### src/rtl/fir_pkg.sv
// Shared definitions for the serial multi-channel FIR: controller state encoding
// and the elaboration-time width helpers used by the datapath and the controller.
package fir_pkg;

  typedef enum logic [2:0] {
    ST_IDLE = 3'd0,
    ST_REQ  = 3'd1,
    ST_MAC  = 3'd2,
    ST_OUT  = 3'd3,
    ST_WAIT = 3'd4
  } state_t;

  function automatic int clog2(input int value);
    int r;
    r = 0;
    for (int i = 0; i < 31; i++) begin
      if ((1 << i) < value) r = i + 1;
    end
    return r;
  endfunction

  // Channel fields stay at least one bit wide even for a single channel.
  function automatic int ch_width(input int nr_ch);
    return (clog2(nr_ch) < 1) ? 1 : clog2(nr_ch);
  endfunction

  // Wide enough to sum NR_STAGES full-scale products without wrapping.
  function automatic int acc_width(input int dwidth, input int nr_stages);
    return 2 * dwidth + clog2(nr_stages);
  endfunction

endpackage

### src/rtl/fir_mac.sv
// Multiply-accumulate datapath: one signed product per enabled cycle, plus the
// round-half-up shift and the clip to the output range.
module fir_mac
  import fir_pkg::*;
#(
  parameter int DWIDTH    = 16,
  parameter int NR_STAGES = 32,
  parameter int SHIFT     = 15
) (
  input  logic                     clk,
  input  logic                     rst,
  input  logic                     i_clear,
  input  logic                     i_en,
  input  logic signed [DWIDTH-1:0] i_coef,
  input  logic signed [DWIDTH-1:0] i_sample,
  output logic signed [DWIDTH-1:0] o_result,
  output logic                     o_sat
);

  localparam int AW  = acc_width(DWIDTH, NR_STAGES);
  localparam int RSH = (SHIFT > 0) ? SHIFT - 1 : 0;
  localparam logic signed [AW:0] RND  = (SHIFT > 0) ? ((AW + 1)'(1) << RSH) : '0;
  localparam logic signed [AW:0] MAXV = (AW + 1)'((64'sd1 <<< (DWIDTH - 1)) - 64'sd1);
  localparam logic signed [AW:0] MINV = ~MAXV;

  logic signed [2*DWIDTH-1:0] w_prod;
  logic signed [AW-1:0]       w_prod_ext;
  logic signed [AW-1:0]       r_acc;
  logic signed [AW:0]         w_round;
  logic signed [AW:0]         w_shifted;

  assign w_prod     = i_coef * i_sample;
  assign w_prod_ext = {{(AW - 2 * DWIDTH){w_prod[2*DWIDTH-1]}}, w_prod};

  always_ff @(posedge clk) begin
    if (rst || i_clear) begin
      r_acc <= '0;
    end else if (i_en) begin
      r_acc <= r_acc + w_prod_ext;
    end
  end

  // One guard bit keeps the rounding add from wrapping at the accumulator extremes.
  assign w_round   = {r_acc[AW-1], r_acc} + RND;
  assign w_shifted = w_round >>> SHIFT;

  always_comb begin
    o_result = w_shifted[DWIDTH-1:0];
    o_sat    = 1'b0;
    if (w_shifted > MAXV) begin
      o_result = {1'b0, {(DWIDTH - 1){1'b1}}};
      o_sat    = 1'b1;
    end else if (w_shifted < MINV) begin
      o_result = {1'b1, {(DWIDTH - 1){1'b0}}};
      o_sat    = 1'b1;
    end
  end

endmodule

### src/rtl/fir_serial_mc.sv
// Serial multi-channel FIR: per-channel delay lines, one MAC per cycle, and
// four-phase req/ack handshakes on both the sample and the result side.
module fir_serial_mc
  import fir_pkg::*;
#(
  parameter int NR_STAGES = 32,
  parameter int DWIDTH    = 16,
  parameter int NR_CH     = 4,
  parameter int SHIFT     = 15,
  localparam int CW       = ch_width(NR_CH)
) (
  input  logic                          clk,
  input  logic                          rst,
  output logic                          req_in,
  input  logic                          ack_in,
  input  logic signed [DWIDTH-1:0]      data_in,
  input  logic [CW-1:0]                 ch_in,
  output logic                          req_out,
  input  logic                          ack_out,
  output logic signed [DWIDTH-1:0]      data_out,
  output logic [CW-1:0]                 ch_out,
  output logic                          sat,
  input  logic [NR_STAGES*DWIDTH-1:0]   h_in,
  output logic [2:0]                    o_dbg_state
);

  // Handshake: a sample moves on the edge where req_in and ack_in are both high,
  // a result on the edge where req_out and ack_out are both high; each side then
  // waits for its ack to fall before the next request (four-phase).

  localparam int CNTW = clog2(NR_STAGES + 1);
  localparam int IW   = (clog2(NR_STAGES) < 1) ? 1 : clog2(NR_STAGES);
  localparam logic [CNTW-1:0] LAST = CNTW'(NR_STAGES);

  state_t                   r_state;
  logic                     r_req_in;
  logic                     r_req_out;
  logic                     r_rst_hold;
  logic [CW-1:0]            r_ch;
  logic [CW-1:0]            r_ch_out;
  logic [CNTW-1:0]          r_cnt;
  logic signed [DWIDTH-1:0] r_data_out;
  logic                     r_sat;
  logic signed [DWIDTH-1:0] r_dly [NR_CH][NR_STAGES];

  logic                     w_cap;
  logic                     w_mac_en;
  logic [CW-1:0]            w_ch_in;
  logic [IW-1:0]            w_idx;
  logic signed [DWIDTH-1:0] w_sample;
  logic signed [DWIDTH-1:0] w_coef;
  logic signed [DWIDTH-1:0] w_result;
  logic                     w_sat;

  assign w_cap    = (r_state == ST_REQ) && r_req_in && ack_in;
  assign w_mac_en = (r_state == ST_MAC) && (r_cnt != LAST);
  assign w_ch_in  = ({1'b0, ch_in} >= (CW + 1)'(NR_CH)) ? CW'(NR_CH - 1) : ch_in;
  assign w_idx    = (r_cnt < LAST) ? r_cnt[IW-1:0] : '0;
  assign w_sample = r_dly[r_ch][w_idx];
  assign w_coef   = h_in[w_idx*DWIDTH +: DWIDTH];

  fir_mac #(
    .DWIDTH   (DWIDTH),
    .NR_STAGES(NR_STAGES),
    .SHIFT    (SHIFT)
  ) u_mac (
    .clk     (clk),
    .rst     (rst),
    .i_clear (w_cap),
    .i_en    (w_mac_en),
    .i_coef  (w_coef),
    .i_sample(w_sample),
    .o_result(w_result),
    .o_sat   (w_sat)
  );

  // Only the addressed channel shifts; the others keep their history untouched.
  always_ff @(posedge clk) begin
    if (rst) begin
      for (int c = 0; c < NR_CH; c++) begin
        for (int k = 0; k < NR_STAGES; k++) begin
          r_dly[c][k] <= '0;
        end
      end
    end else if (w_cap) begin
      for (int k = NR_STAGES - 1; k > 0; k--) begin
        r_dly[w_ch_in][k] <= r_dly[w_ch_in][k-1];
      end
      r_dly[w_ch_in][0] <= data_in;
    end
  end

  // Holds off the first request for one extra edge after reset is released.
  always_ff @(posedge clk) begin
    r_rst_hold <= rst;
  end

  always_ff @(posedge clk) begin
    if (rst) begin
      r_state    <= ST_IDLE;
      r_req_in   <= 1'b0;
      r_req_out  <= 1'b0;
      r_ch       <= '0;
      r_ch_out   <= '0;
      r_cnt      <= '0;
      r_data_out <= '0;
      r_sat      <= 1'b0;
    end else begin
      case (r_state)
        ST_IDLE: begin
          if (!r_rst_hold && !r_req_in && !ack_in && !r_req_out && !ack_out) begin
            r_req_in <= 1'b1;
            r_state  <= ST_REQ;
          end
        end
        ST_REQ: begin
          if (ack_in) begin
            r_ch     <= w_ch_in;
            r_req_in <= 1'b0;
            r_cnt    <= '0;
            r_state  <= ST_MAC;
          end
        end
        ST_MAC: begin
          if (r_cnt == LAST) begin
            r_data_out <= w_result;
            r_sat      <= w_sat;
            r_ch_out   <= r_ch;
            r_req_out  <= 1'b1;
            r_state    <= ST_OUT;
          end else begin
            r_cnt <= r_cnt + 1'b1;
          end
        end
        ST_OUT: begin
          if (ack_out) begin
            r_req_out <= 1'b0;
            r_state   <= ST_WAIT;
          end
        end
        ST_WAIT: begin
          if (!ack_out) r_state <= ST_IDLE;
        end
        default: r_state <= ST_IDLE;
      endcase
    end
  end

  assign req_in      = r_req_in;
  assign req_out     = r_req_out;
  assign data_out    = r_data_out;
  assign ch_out      = r_ch_out;
  assign sat         = r_sat;
  assign o_dbg_state = r_state;

endmodule

### config.mk
export PLATFORM = sky130hd
export DESIGN_NAME = fir_serial_mc
export DESIGN_NICKNAME = d
export VERILOG_FILES = /design/src/rtl/fir_pkg.sv /design/src/rtl/fir_mac.sv /design/src/rtl/fir_serial_mc.sv
export SDC_FILE = /design/constraint.sdc
export NUM_CORES = 2
export LEC_CHECK = 0
export CORE_UTILIZATION = 40
export DETAILED_ROUTE_END_ITERATION = 8
export SLEW_MARGIN = 10
export SYNTH_ARGS = -nofsm -noshare
export SYNTH_HDL_FRONTEND = slang
export SYNTH_SLANG_ARGS = --single-unit
### constraint.sdc
create_clock -name clk -period 10.8 [get_ports clk]
set_input_delay 1.08 -clock clk [delete_from_list [all_inputs] [get_ports clk]]
set_output_delay 1.08 -clock clk [all_outputs]
set_load 0.02 [all_outputs]
# ---- Word-level counts from Yosys, hierarchy flattened
# Memories as Yosys holds them, arrays and structs flattened. A register that Yosys moved wholly into a read port is not among the register bits.
# Cells that the tools add are included.
dict set report op_classes {
  n_addsub 3
  n_mul 1
  magnitude_cmp 4
  eq_ne 12
  n_shift 1
  muxes 33
  bitwise_logic 1
  reduce_logical 24
}
# op count
set ops {}
lappend ops {{512-bit 2-to-1 mux} 1}
lappend ops {{512-bit OR reduction} 1}
lappend ops {{512-bit by 10-bit indexed part select with 16-bit output} 1}
lappend ops {{16-bit binary-select mux with 5-bit select} 1}
lappend ops {{16-bit 2-to-1 mux} 4}
lappend ops {{37-bit by 16-bit adder with 38-bit output (second input constant)} 1}
lappend ops {{37-bit by 32-bit adder with 37-bit output} 1}
lappend ops {{16-bit by 16-bit multiplier with 32-bit output} 1}
lappend ops {{23-bit by 16-bit greater-than comparator with 1-bit output (second input constant)} 1}
lappend ops {{23-bit by 16-bit less-than comparator with 1-bit output (second input constant)} 1}
lappend ops {{3-bit 2-to-1 mux} 5}
lappend ops {{3-bit one-hot mux with 5 select lines} 1}
lappend ops {{1-bit 2-to-1 mux} 12}
lappend ops {{6-bit 2-to-1 mux} 2}
lappend ops {{6-bit one-hot mux with 2 select lines} 1}
lappend ops {{2-bit != test (second input constant)} 5}
lappend ops {{3-bit AND reduction} 3}
lappend ops {{1-bit logical AND} 7}
lappend ops {{6-bit by 1-bit adder with 6-bit output (second input constant)} 1}
lappend ops {{3-bit by 2-bit == test with 1-bit output (second input constant)} 2}
lappend ops {{6-bit == test (second input constant)} 1}
lappend ops {{6-bit >= comparator (second input constant)} 1}
lappend ops {{6-bit less-than comparator (second input constant)} 1}
lappend ops {{2-bit 2-to-1 mux} 3}
lappend ops {{13 further kinds} 21}
dict set report totals {
  ff_bits 70
  ramBits 2048
  output_inout_bits 24
  word_cells 90
  memories 1
}
# memory words width rd rd_ports_with_merged_regs write_ports line_no
set memory_table {}
lappend memory_table {r_dly 4 512 2 1 4 fir_serial_mc.sv:44} ;# logic signed [DWIDTH-1:0] r_dly [NR_CH][NR_STAGES];

# ---- Longest topological paths before layout
dict set report logic_depth {
  ltp_word 8
  depth_mapped 36
  depth_no_buf 30
}

# ---- Hierarchy
# A second synthesis with hierarchy kept.
dict set report hier_totals {
  cells_unflattened 8477
  area_unflattened_um2 119925.0
}
# module instances cells_each area_each_um2 seq_area_each_um2
set by_module_without_submodules {}
lappend by_module_without_submodules {fir_serial_mc 1 6976 106283.2 62199.7}
lappend by_module_without_submodules {fir_mac 1 1501 13641.8 740.7}

# ---- Least setup slack after synthesis
# OpenSTA, ideal clock, no wires.
dict set report synth_timing {
  path_type {in2reg}
  startpoint {input ack_in}
  endpoint {memory r_dly[3][0] (netlist bit), enable pin}
  setup_ns 0.667
  arrival_time_ns 8.700
  t_required_ns 10.133
  slack_ns 1.433
  stages 8
  path_cell_list {nand2_1 nor3_1 inv_1 nor3b_1 and3_1 clkbuf_1 clkbuf_1 or2_2}
}
# item line_no
set synth_rtl {}
lappend synth_rtl {{start, declared} fir_serial_mc.sv:15} ;# input logic ack_in,
lappend synth_rtl {{end, declared} fir_serial_mc.sv:44}

==> run_results.csv <==
group,metric,value,unit
sta,fin_crit,9740,ps
synth,syn_inst,8710,
sta,setup_viol,0,
placed_design,hpwlAfterDp,231000,µm
sta,relSlewSlack,16.6,%
grt,grt_pass1_vias,82400,
drt,wl_per_cell,28.1,µm
sta,drv_slew,0,
synth,ys_top_cells_by_area,"edfxtp_1 50%, mux4_2 19%, and2_1 10%",
drt,drt_iter0_drc,7330,
drt,first_pass_iters,8,
setup_path,reg2reg_to,"u_mac.r_acc[33]",
grt,grt_max_degree,165,
die,design.core.area,307000,µm²
setup_path,crit_path_frequent_cell,"fa_1",
sta,final_hold_viol_count,0,
grt,grt_util_met2,40.5,%
synth,synthesis.area,124000,µm²
synth,synth_cell_types,81,
power_and_ir_drop,power.total,36.2,mW
die,pin_count,558,
setup_path,r2r_slack,1060,ps
synth,synth.net_count,9674,
synth,async_flop_share,0,%
die,initial_core_util,40.3,%
power_and_ir_drop,leakage,51.0,nW
die,die_h,558,µm
synth,yosys.area.top_type,"edfxtp_1",
final_layout,ff_latch_area,63000,µm²
clocking,clk_pin_slew,60,ps
power_and_ir_drop,ir_drop,0.923,mV
setup_path,arrival,10570,ps
clocking,cts_tree,"yes",
setup_path,path_buf_inv,11,
grt,antenna_found_initial,31,
synth,ys_seq_area_share,50.9,%
clocking,cts_buffer_depth,4,
clocking,cts_hold_buf,0,
sta,rsz0062_at_grt,"false",
synth,yosysWarnings,0,
synth,yosys.area.top_type_share,49.7,%
synth,synth.avg_cell_area,14.2,µm²
sta,clock-skew-final,59.6,ps
worst_hold_path,hold_class,"flip-flop to flip-flop",
clocking,htree_levels,4,
sta,period_share,90.2,%
grt,grt_busiest_layer,"met2",
grt,grt_pass1_wl,552000,µm
setup_path,cp-end-kind,"flip-flop",
die,rows,203,
setup_path,crit_fanout,21,
flow_run,maxCapViolCount,0,
final_layout,multi_input_area,56200,µm²
clocking,cts_resized,0,
clocking,clk_latency,930,ps
final_layout,area_delta_synth_final,14.3,%
clocking,cts_buffers,236,
drt,final_antenna_net_count,0,
final_layout,finish.utilization,46.1,%
grt,grtUsageMet3,3.43,%
die,dieWidth,558,µm
setup_path,reg2reg_depth,33,
grt,overflow,0,
setup_path,worstSetupEndpoint,"u_mac.r_acc[33]",
setup_path,crit_family,"adder cells",
clocking,cts_root_buf,"clkbuf_16",
drt,drt_wl_total,377000,µm
setup_path,worstSetupStartpointType,"flip-flop",
setup_path,cpMaxStageDelayCell,"dfxtp_4",
drt,viasPerCell,5.79,
setup_path,critPathRequiredTime,11630,ps
power_and_ir_drop,powerDensity,256,nW/µm²
final_layout,final_nets,10100,
synth,synth_seq_cells,2120,
outcome,outcome,"finished, final reports clean",
final_layout,fillCellCount,27100,
sta,tns,0,ps
sta,tightest_slew,1250,ps
clocking,clock_sinks,2120,
drt,vias,77500,
drt,drc_errors,0,
grt,grt_use_met1,31.6,%
setup_path,cp_num_cells,33,
sta,fmax,103,MHz
setup_path,slowest_delay,680,ps
placed_design,port_buffers,557,
placed_design,gp_congestion,0.901,
synth,synth_edf_count,2048,
synth,synth_ff_type,"edfxtp_1",
final_layout,drive_above_1_share,19.1,%
clocking,cts_setup_buffers,0,
die,die_area,311000,µm²
grt,grt_util_all_layers,24.0,%
setup_path,critPathKind,"flip-flop to flip-flop",
## worst min-delay path by stage
stage | from | end | slack [ps] | cells past startpoint
floorplan | r_ch[0] | ch_out[0] | 430 | 2
global placement | u_mac.r_acc[0] | u_mac.r_acc[0] | 450 | 2
detailed placement | ch_out[1] | ch_out[1] | 450 | 2
CTS | ch_out[1] | ch_out[1] | 460 | 2
global route | data_out[0] | data_out[0] | 480 | 2
finish | ch_out[1] | ch_out[1] | 450 | 2
## power breakdown
| group | switching, mW | internal, mW |
|---|---|---|
| Clock | 3.43 | 4.44 |
| Sequential | 0.177 | 9.31 |
| Combinational | 10.9 | 7.92 |
| Total | 14.5 | 21.7 |
## worst min-delay path, delay by kind of cell (launching register included)
| family | cells | cell delay, ps |
|---|---|---|
| DFF | 1 | 310 |
| and+or+nand+nor | 1 | 50 |
| AOI/OAI and AO/OA | 1 | 50 |
## cell families (layout without fill, tap and decap cells)
| logic type | after synthesis | in the layout | share of synthesized area (%) |
|---|---|---|---|
| simple gates | 3451 | 3451 | 15.6 |
| fa+ha+maj | 430 | 430 | 6.28 |
| compound gates | 375 | 375 | 2.12 |
| buf+inv | 1051 | 1618 | 3.72 |
| xor+xnor | 53 | 53 | 0.375 |
| flops | 2120 | 2120 | 50.9 |
| mux | 1230 | 1230 | 21.0 |
| other cells | 0 | 19 | 0 |
## synth_stat cells, types with 32 or more instances
cell type  instances
buf_6             32
buf_4             44
or2_2             98
nand3_1          315
mux4_2          1056
edfxtp_1        2048
buf_2            136
mux2i_1          138
and2_1          2048
nor2_1           191
clkbuf_1         366
and3_1            38
dfxtp_1           72
inv_1            367
a21oi_1           89
a311oi_1          43
fa_1             318
ha_1             112
nand2_1          609
xnor2_1           33
a31oi_1           37
buf_1             94
o22ai_1           36
## flip-flops by register name (all words and copies together) (netlist names), 2 cells and up, named ones only
| signal | cells |
|---|---|
| r_dly | 2048 |
| u_mac.r_acc | 37 |
| data_out | 16 |
| r_cnt | 6 |
| o_dbg_state | 3 |
| ch_out | 2 |
| r_ch | 2 |
## cells in the final DEF, fill, tap and decap left out, drive strengths merged, types with 39 or more instances in the layout
cell type and instances:
or2 107, inv 374, nand2 609, ha 112
edfxtp 2048, a21oi 91, fa 318, dfxtp 72
mux2i 148, nand3 315, clkinv 103, buf 264
clkbuf 301, nor2 191, a311oi 43, clkdlybuf4s50 555
and2 2048, mux4 1079, a31oi 39
## through the flow
| stage | worst slack, ps | cell area (µm²) | instances | hold slack, ps |
|---|---|---|---|---|
| 2_1_floorplan | 1430 | 124000 | 8710 | 431 |
| 3_3_place_gp | 1120 | 134000 | 12900 | 446 |
| 3_5_place_dp | 1100 | 134000 | 12900 | 448 |
| 4_1_cts | 1130 | 141000 | 13400 | 456 |
| 5_1_grt | 549 | 141000 | 13400 | 483 |
| 6_report | 1060 | 141000 | 13400 | 454 |
## area by class of cell
type                            count  area share [%]
Tap cell                         4100            3.63
Clock inverter                    128           0.829
Sequential cell                  2120            44.5
Antenna cell                       19          0.0336
Timing Repair Buffer              820            5.83
Multi-Input combinational cell   5539            39.8
Inverter                          370           0.983
Clock buffer                      300            4.40
## layer usage
metal,vias up,part of all wire [%]
met4,8,3.4
met3,491,6.6
li1,33000,-
met1,41200,41
met5,-,0.013
met2,2739,49
No activity file was read; power rests on OpenSTA's default activity.
